$ cat src/rtl/decy_master.sv
// ---------------------------------------------------------------------------
// decy_master
// Pixel decryptor for the batch image pipeline. Recovers plaintext 24-bit RGB
// pixels from a cipher stream at one pixel per clock. Each pixel p uses the
// keystream word ks_p, which is the LFSR value at the moment p is accepted.
// Each channel is rotated right by a keystream-selected amount and then XORed
// with a keystream byte.
//
// Pipeline: S1 registers the rotated channels and ks_p. S2 applies the XOR
// and drives o/out_valid. Both stages advance together when
// out_ready || !out_valid.
//
// Ports:
//   clk         clock, rising edge
//   rst         synchronous active-high reset
//   seed_ld     load seed_in as the frame seed (IDLE only; zero -> SEED)
//   seed_in     seed value
//   start       begin a frame (IDLE only)
//   in_valid    cipher pixel present on i
//   i           cipher pixel {R,G,B}
//   in_ready    pixel accepted when in_valid && in_ready
//   o           decrypted pixel {R,G,B}
//   out_valid   o is valid
//   out_ready   sink accepts o
//   frame_done  one-cycle pulse when a frame has fully drained
//   frame_cnt   (DECY_FRAME_CNT_EN only) count of completed frames, wraps
//
// Optional feature macro: DECY_FRAME_CNT_EN
//
// state | meaning
// ------+---------------------------------------------------------------
// IDLE  | waiting for start; seed loads honoured; no input accepted
// RUN   | accepting pixels until NPIX have been taken
// DRAIN | no input; waiting for S1/S2 to empty, then frame_done
// ---------------------------------------------------------------------------
module decy_master #(
   parameter logic [23:0] SEED = 24'hA5C3E1,
   parameter int unsigned NPIX = 1048576
) (
   input  logic        clk,
   input  logic        rst,
   input  logic        seed_ld,
   input  logic [23:0] seed_in,
   input  logic        start,
   input  logic        in_valid,
   input  logic [23:0] i,
   output logic        in_ready,
   output logic [23:0] o,
   output logic        out_valid,
   input  logic        out_ready,
   output logic        frame_done
`ifdef DECY_FRAME_CNT_EN
  ,output logic [15:0] frame_cnt
`endif
);

   typedef enum logic [1:0] {IDLE, RUN, DRAIN} state_t;

   // Index of the final pixel of a frame; NPIX itself may not fit in 20 bits.
   localparam logic [19:0] LAST_IDX = 20'(NPIX - 1);

   state_t      r_state;
   state_t      w_state_nxt;
   logic [23:0] r_lfsr;
   logic [23:0] r_seed_reg;
   logic [19:0] r_cnt;
   logic        r_s1_valid;
   logic [23:0] r_s1_rot;
   logic [23:0] r_s1_ks;

   logic        w_en;
   logic        w_accept;
   logic        w_last;
   logic        w_empty;
   logic [23:0] w_seed_sel;
   logic [23:0] w_lfsr_step;
   logic [23:0] w_rot;

   function automatic logic [7:0] f_rotr(input logic [7:0] x, input logic [2:0] n);
      return 8'({x, x} >> n);
   endfunction

   assign w_en        = out_ready || !out_valid;
   assign w_accept    = in_valid && (r_state == RUN) && w_en;
   assign w_last      = (r_cnt == LAST_IDX);
   assign w_empty     = !r_s1_valid && !out_valid;
   assign w_seed_sel  = (seed_in == 24'h000000) ? SEED : seed_in;
   assign w_lfsr_step = {r_lfsr[22:0], r_lfsr[23] ^ r_lfsr[22] ^ r_lfsr[21] ^ r_lfsr[16]};
   assign w_rot       = {f_rotr(i[23:16], r_lfsr[2:0]),
                         f_rotr(i[15:8],  r_lfsr[10:8]),
                         f_rotr(i[7:0],   r_lfsr[18:16])};

   always_comb begin
      w_state_nxt = r_state;
      in_ready    = 1'b0;
      frame_done  = 1'b0;
      case (r_state)
         IDLE: begin
            if (start) w_state_nxt = RUN;
         end
         RUN: begin
            in_ready = w_en;
            if (w_accept && w_last) w_state_nxt = DRAIN;
         end
         DRAIN: begin
            if (w_empty) begin
               frame_done  = 1'b1;
               w_state_nxt = IDLE;
            end
         end
         default: w_state_nxt = IDLE;
      endcase
   end

   always_ff @(posedge clk) begin
      if (rst) r_state <= IDLE;
      else     r_state <= w_state_nxt;
   end

   // Keystream, frame seed and pixel count.
   always_ff @(posedge clk) begin
      if (rst) begin
         r_lfsr     <= SEED;
         r_seed_reg <= SEED;
         r_cnt      <= '0;
      end else begin
         case (r_state)
            IDLE: begin
               // A seed loaded together with start is already in r_lfsr for pixel 0.
               if (seed_ld) begin
                  r_seed_reg <= w_seed_sel;
                  r_lfsr     <= w_seed_sel;
               end
               if (start) r_cnt <= '0;
            end
            RUN: begin
               if (w_accept) begin
                  r_lfsr <= w_lfsr_step;
                  // Count holds on the final pixel; it is cleared leaving DRAIN.
                  if (!w_last) r_cnt <= r_cnt + 20'd1;
               end
            end
            DRAIN: begin
               if (w_empty) begin
                  r_lfsr <= r_seed_reg;
                  r_cnt  <= '0;
               end
            end
            default: ;
         endcase
      end
   end

   // Two-stage elastic pipeline; a non-accepting cycle injects a bubble.
   always_ff @(posedge clk) begin
      if (rst) begin
         r_s1_valid <= 1'b0;
         r_s1_rot   <= '0;
         r_s1_ks    <= '0;
         out_valid  <= 1'b0;
         o          <= '0;
      end else if (w_en) begin
         r_s1_valid <= w_accept;
         if (w_accept) begin
            r_s1_rot <= w_rot;
            r_s1_ks  <= r_lfsr;
         end
         out_valid <= r_s1_valid;
         if (r_s1_valid) o <= r_s1_rot ^ r_s1_ks;
      end
   end

`ifdef DECY_FRAME_CNT_EN
   logic [15:0] r_frame_cnt;

   always_ff @(posedge clk) begin
      if (rst)             r_frame_cnt <= '0;
      else if (frame_done) r_frame_cnt <= r_frame_cnt + 16'd1;
   end

   assign frame_cnt = r_frame_cnt;
`endif

endmodule
$ cat config.mk
export PLATFORM = sky130hd
export DESIGN_NAME = decy_master
export DESIGN_NICKNAME = d
export VERILOG_FILES = /design/src/rtl/decy_master.sv
export SDC_FILE = /design/constraint.sdc
export NUM_CORES = 1
export LEC_CHECK = 0
export ABC_CLOCK_PERIOD_IN_PS = 2300
export BUFFER_PORTS_ARGS = -buffer_cell sky130_fd_sc_hd__buf_2
export CAP_MARGIN = 20
export CORE_ASPECT_RATIO = 0.6
export CORE_MARGIN = 2
export CORE_UTILIZATION = 59
export DETAILED_ROUTE_END_ITERATION = 7
export PLACE_DENSITY = 0.81
export SETUP_SLACK_MARGIN = 0.15
export SYNTH_ARGS = -nofsm -noshare
export SYNTH_HDL_FRONTEND = slang
export SYNTH_SLANG_ARGS = --single-unit
$ cat constraint.sdc
create_clock -name clk -period 2.3 [get_ports clk]
set_input_delay 0.46 -clock clk [delete_from_list [all_inputs] [get_ports clk]]
set_output_delay 0.46 -clock clk [all_outputs]
set_load 0.01 [all_outputs]
==> impl_metrics.toml <==
[worst_setup_path]
critPathCaptureType = "register"
critPathLaunchType = "register"
cp_data_required_time_ns = 2.64
cp-startpoint = "r_state[1]"
criticalPathCategory = "register to register"
r2r_start = "r_state[1]"
worstPathArrival_ns = 2.43
path_max_fanout = 12

[timing]
finalMaxSlewViolations = 0
slew_headroom_pct = 52.4
fmax_ghz = 0.478
hold_slack_ns = 0.306
hold_viol_final = 0
rsz0062_at_grt = "no"
fin_skew_ns = 0.00704
layout_min_cycle_time_ns = 2.09
tightest_slew_ns = 0.712
post-route-period-util_pct = 90.9
setup_viol = 0
setup_tns_ns = 0

[floorplan]
row_count = 30
die_height_um = 88.8
coreArea_mm2 = 0.0115
initial_core_util_pct = 61.6
num_io_pins = 81
die_x_um = 145
fp.dieArea_mm2 = 0.0129

[global_route]
grt_max_degree = 114
grt_pass1_wl_um = 31500
grt_overflow = 0
grt_pass1_vias = 6356
track_usage_pct = 30.7
grt_antenna_before_repair = 0

[clocking]
clk_latency_ns = 0.42
cts_root_buffer = "clkbuf_16"
cts_tree = "built"
cts.sinks = 144
clk_path_buf_depth = 2
cts_buffers = 17
cts-htree-levels = 4
path_clk_slew_ns = 0.06

[drt]
firstDrtPassIters = 5
ant_nets = 0
drtIter0Drc = 777
drc_errors = 0
vias = 6591
wl_per_cell_um = 18.2
avgViaCountPerCell = 6.25
drt-total-wl_um = 19200

[cells_and_area]
drive_above_1_share_pct = 22.9
instances_no_fill = 1054
nets = 942
fillerInstances = 843
antenna_cells = 0
area_growth_pct = 17.5
layout_commonest_cell = "dfxtp_1"
final_cell_mix = "142 x dfxtp_1, 133 x nand2_1, 85 x nor2_1, 84 x a21oi_1, 79 x buf_2"

[yosys]
synthesis.nets = 882
netlist_area_mm2 = 0.00707
ys_seq_area_share_pct = 40.8
ys_warn_count = 0
yosysUniqueCellTypes = 45
synthCells = 822
syn_avg_cell_area_um2 = 8.60
ys_ff_latch = 144

[status]
status = "finished, final reports clean"

[power]
vdd_drop_max_mv = 0.616
power-per-cell-area_mw_per_mm2 = 910
p_leak_nw = 3.01

[placement]
dp_hpwl_um = 12700
place_congestion = 0.844
portBuffers = 80
dp_cells = 1015

[worst_hold_path]
hp-class = "primary input to register"
hp-start = "seed_in[10]"

[run]
cap_violations = 0
## stage by stage
step / total power, mW / utilization (%) / setup slack (ns) / area, um2
4_1_cts: 7.51 / 71.6 / 0.113 / 8230
3_5_place_dp: 4.77 / 66.1 / -0.00849 / 7590
3_3_place_gp: 4.68 / 66.1 / 0.0896 / 7590
2_1_floorplan: 4.27 / - / 0.313 / 7070
5_1_grt: 7.89 / 72.4 / 0.141 / 8310
6_report: 7.56 / 72.4 / 0.210 / 8310
## worst max-delay path, stage by stage (launching register included)
cell     delay (ns)
dfxtp_2        0.37
inv_1          0.09
ha_2           0.23
nor2b_1        0.17
o21ai_4        0.17
buf_12         0.14
nand2_4        0.10
or4_1          0.53
a21oi_1        0.19
## kinds of logic after synthesis
kind of cell	Yosys count	synth area share, %
flip-flops	144	40.8
AND/OR/NAND/NOR	331	21.5
AO/OA/AOI/OAI	191	17.5
buffers and inverters	74	4.28
adder cells (fa/ha/maj)	6	1.06
multiplexers	49	11.6
XOR/XNOR	27	3.34
## worst paths after layout
check / to / slack (ns) / cells after the start
worst max-delay path: r_cnt[7] / 0.21 / 8
worst min-delay path: r_seed_reg[10] / 0.31 / 3
worst max register to register: r_cnt[7] / 0.21 / 8
worst min register to register: r_seed_reg[1] / 0.46 / 2
## report_power, final
group | switching (mW) | total (mW) | internal, mW
clock network | 1.09 | 2.74 | 1.65
registers | 0.304 | 3.05 | 2.75
logic | 0.952 | 1.76 | 0.811
total | 2.35 | 7.56 | 5.21
## what timing repair did
action / in CTS / in global routing
setup endpoints to repair: 17 / 46
hold buffers: 0 / 0
cloned: 1 / 0
hold endpoints to repair: 0 / 0
setup buffers: 3 / 4
gates resized for setup: 5 / 11
pin swaps: 2 / 2
## area by class of cell
| type | count | area, um2 | share of cell area [%] |
|---|---|---|---|
| Timing Repair Buffer | 108 | 679 | 8.18 |
| Multi-Input combinational cell | 605 | 3940 | 47.4 |
| Clock inverter | 12 | 135 | 1.63 |
| Tap cell | 160 | 200 | 2.41 |
| Sequential cell | 144 | 2890 | 34.7 |
| Inverter | 6 | 22.5 | 0.271 |
| Clock buffer | 19 | 453 | 5.45 |
## layer usage
metal  vias up  share of wire [%]  track usage (%)
met2       332                 46             50.2
li1       3093                  -                -
met4         0                1.4             8.82
met5         -                  0                0
met3        33                9.7             8.87
met1      3133                 43             40.4
## synthesized netlist by cell type, drive strengths merged
cell type / n / area [um2]
xor2: 1 / 8.76
a211oi: 25 / 188
inv: 6 / 22.5
nor3: 38 / 190
o311ai: 11 / 96.3
nor4: 6 / 37.5
nor2: 86 / 323
a22oi: 23 / 173
a21oi: 84 / 420
o31ai: 15 / 113
buf: 20 / 100
and4b: 1 / 13.8
and2: 5 / 31.3
or3: 4 / 25.0
mux4: 24 / 541
nand3: 13 / 70.1
ha: 6 / 75.1
and4: 6 / 55.1
clkbuf: 48 / 180
nand2: 135 / 517
nor2b: 1 / 6.26
a31o: 1 / 8.76
xnor2: 26 / 228
nor3b: 1 / 7.51
nand2b: 4 / 25.0
o211ai: 12 / 90.1
nor4bb: 1 / 10.0
and3: 8 / 50.1
mux2i: 1 / 10.0
o21ai: 4 / 31.3
a31oi: 2 / 12.5
a21o: 2 / 15.0
nand4: 6 / 37.5
or4: 15 / 113
mux2: 24 / 270
dfxtp: 144 / 2880
o21bai: 12 / 90.1
or2: 1 / 6.26
Note: power is estimated with default switching activity, not from simulation.
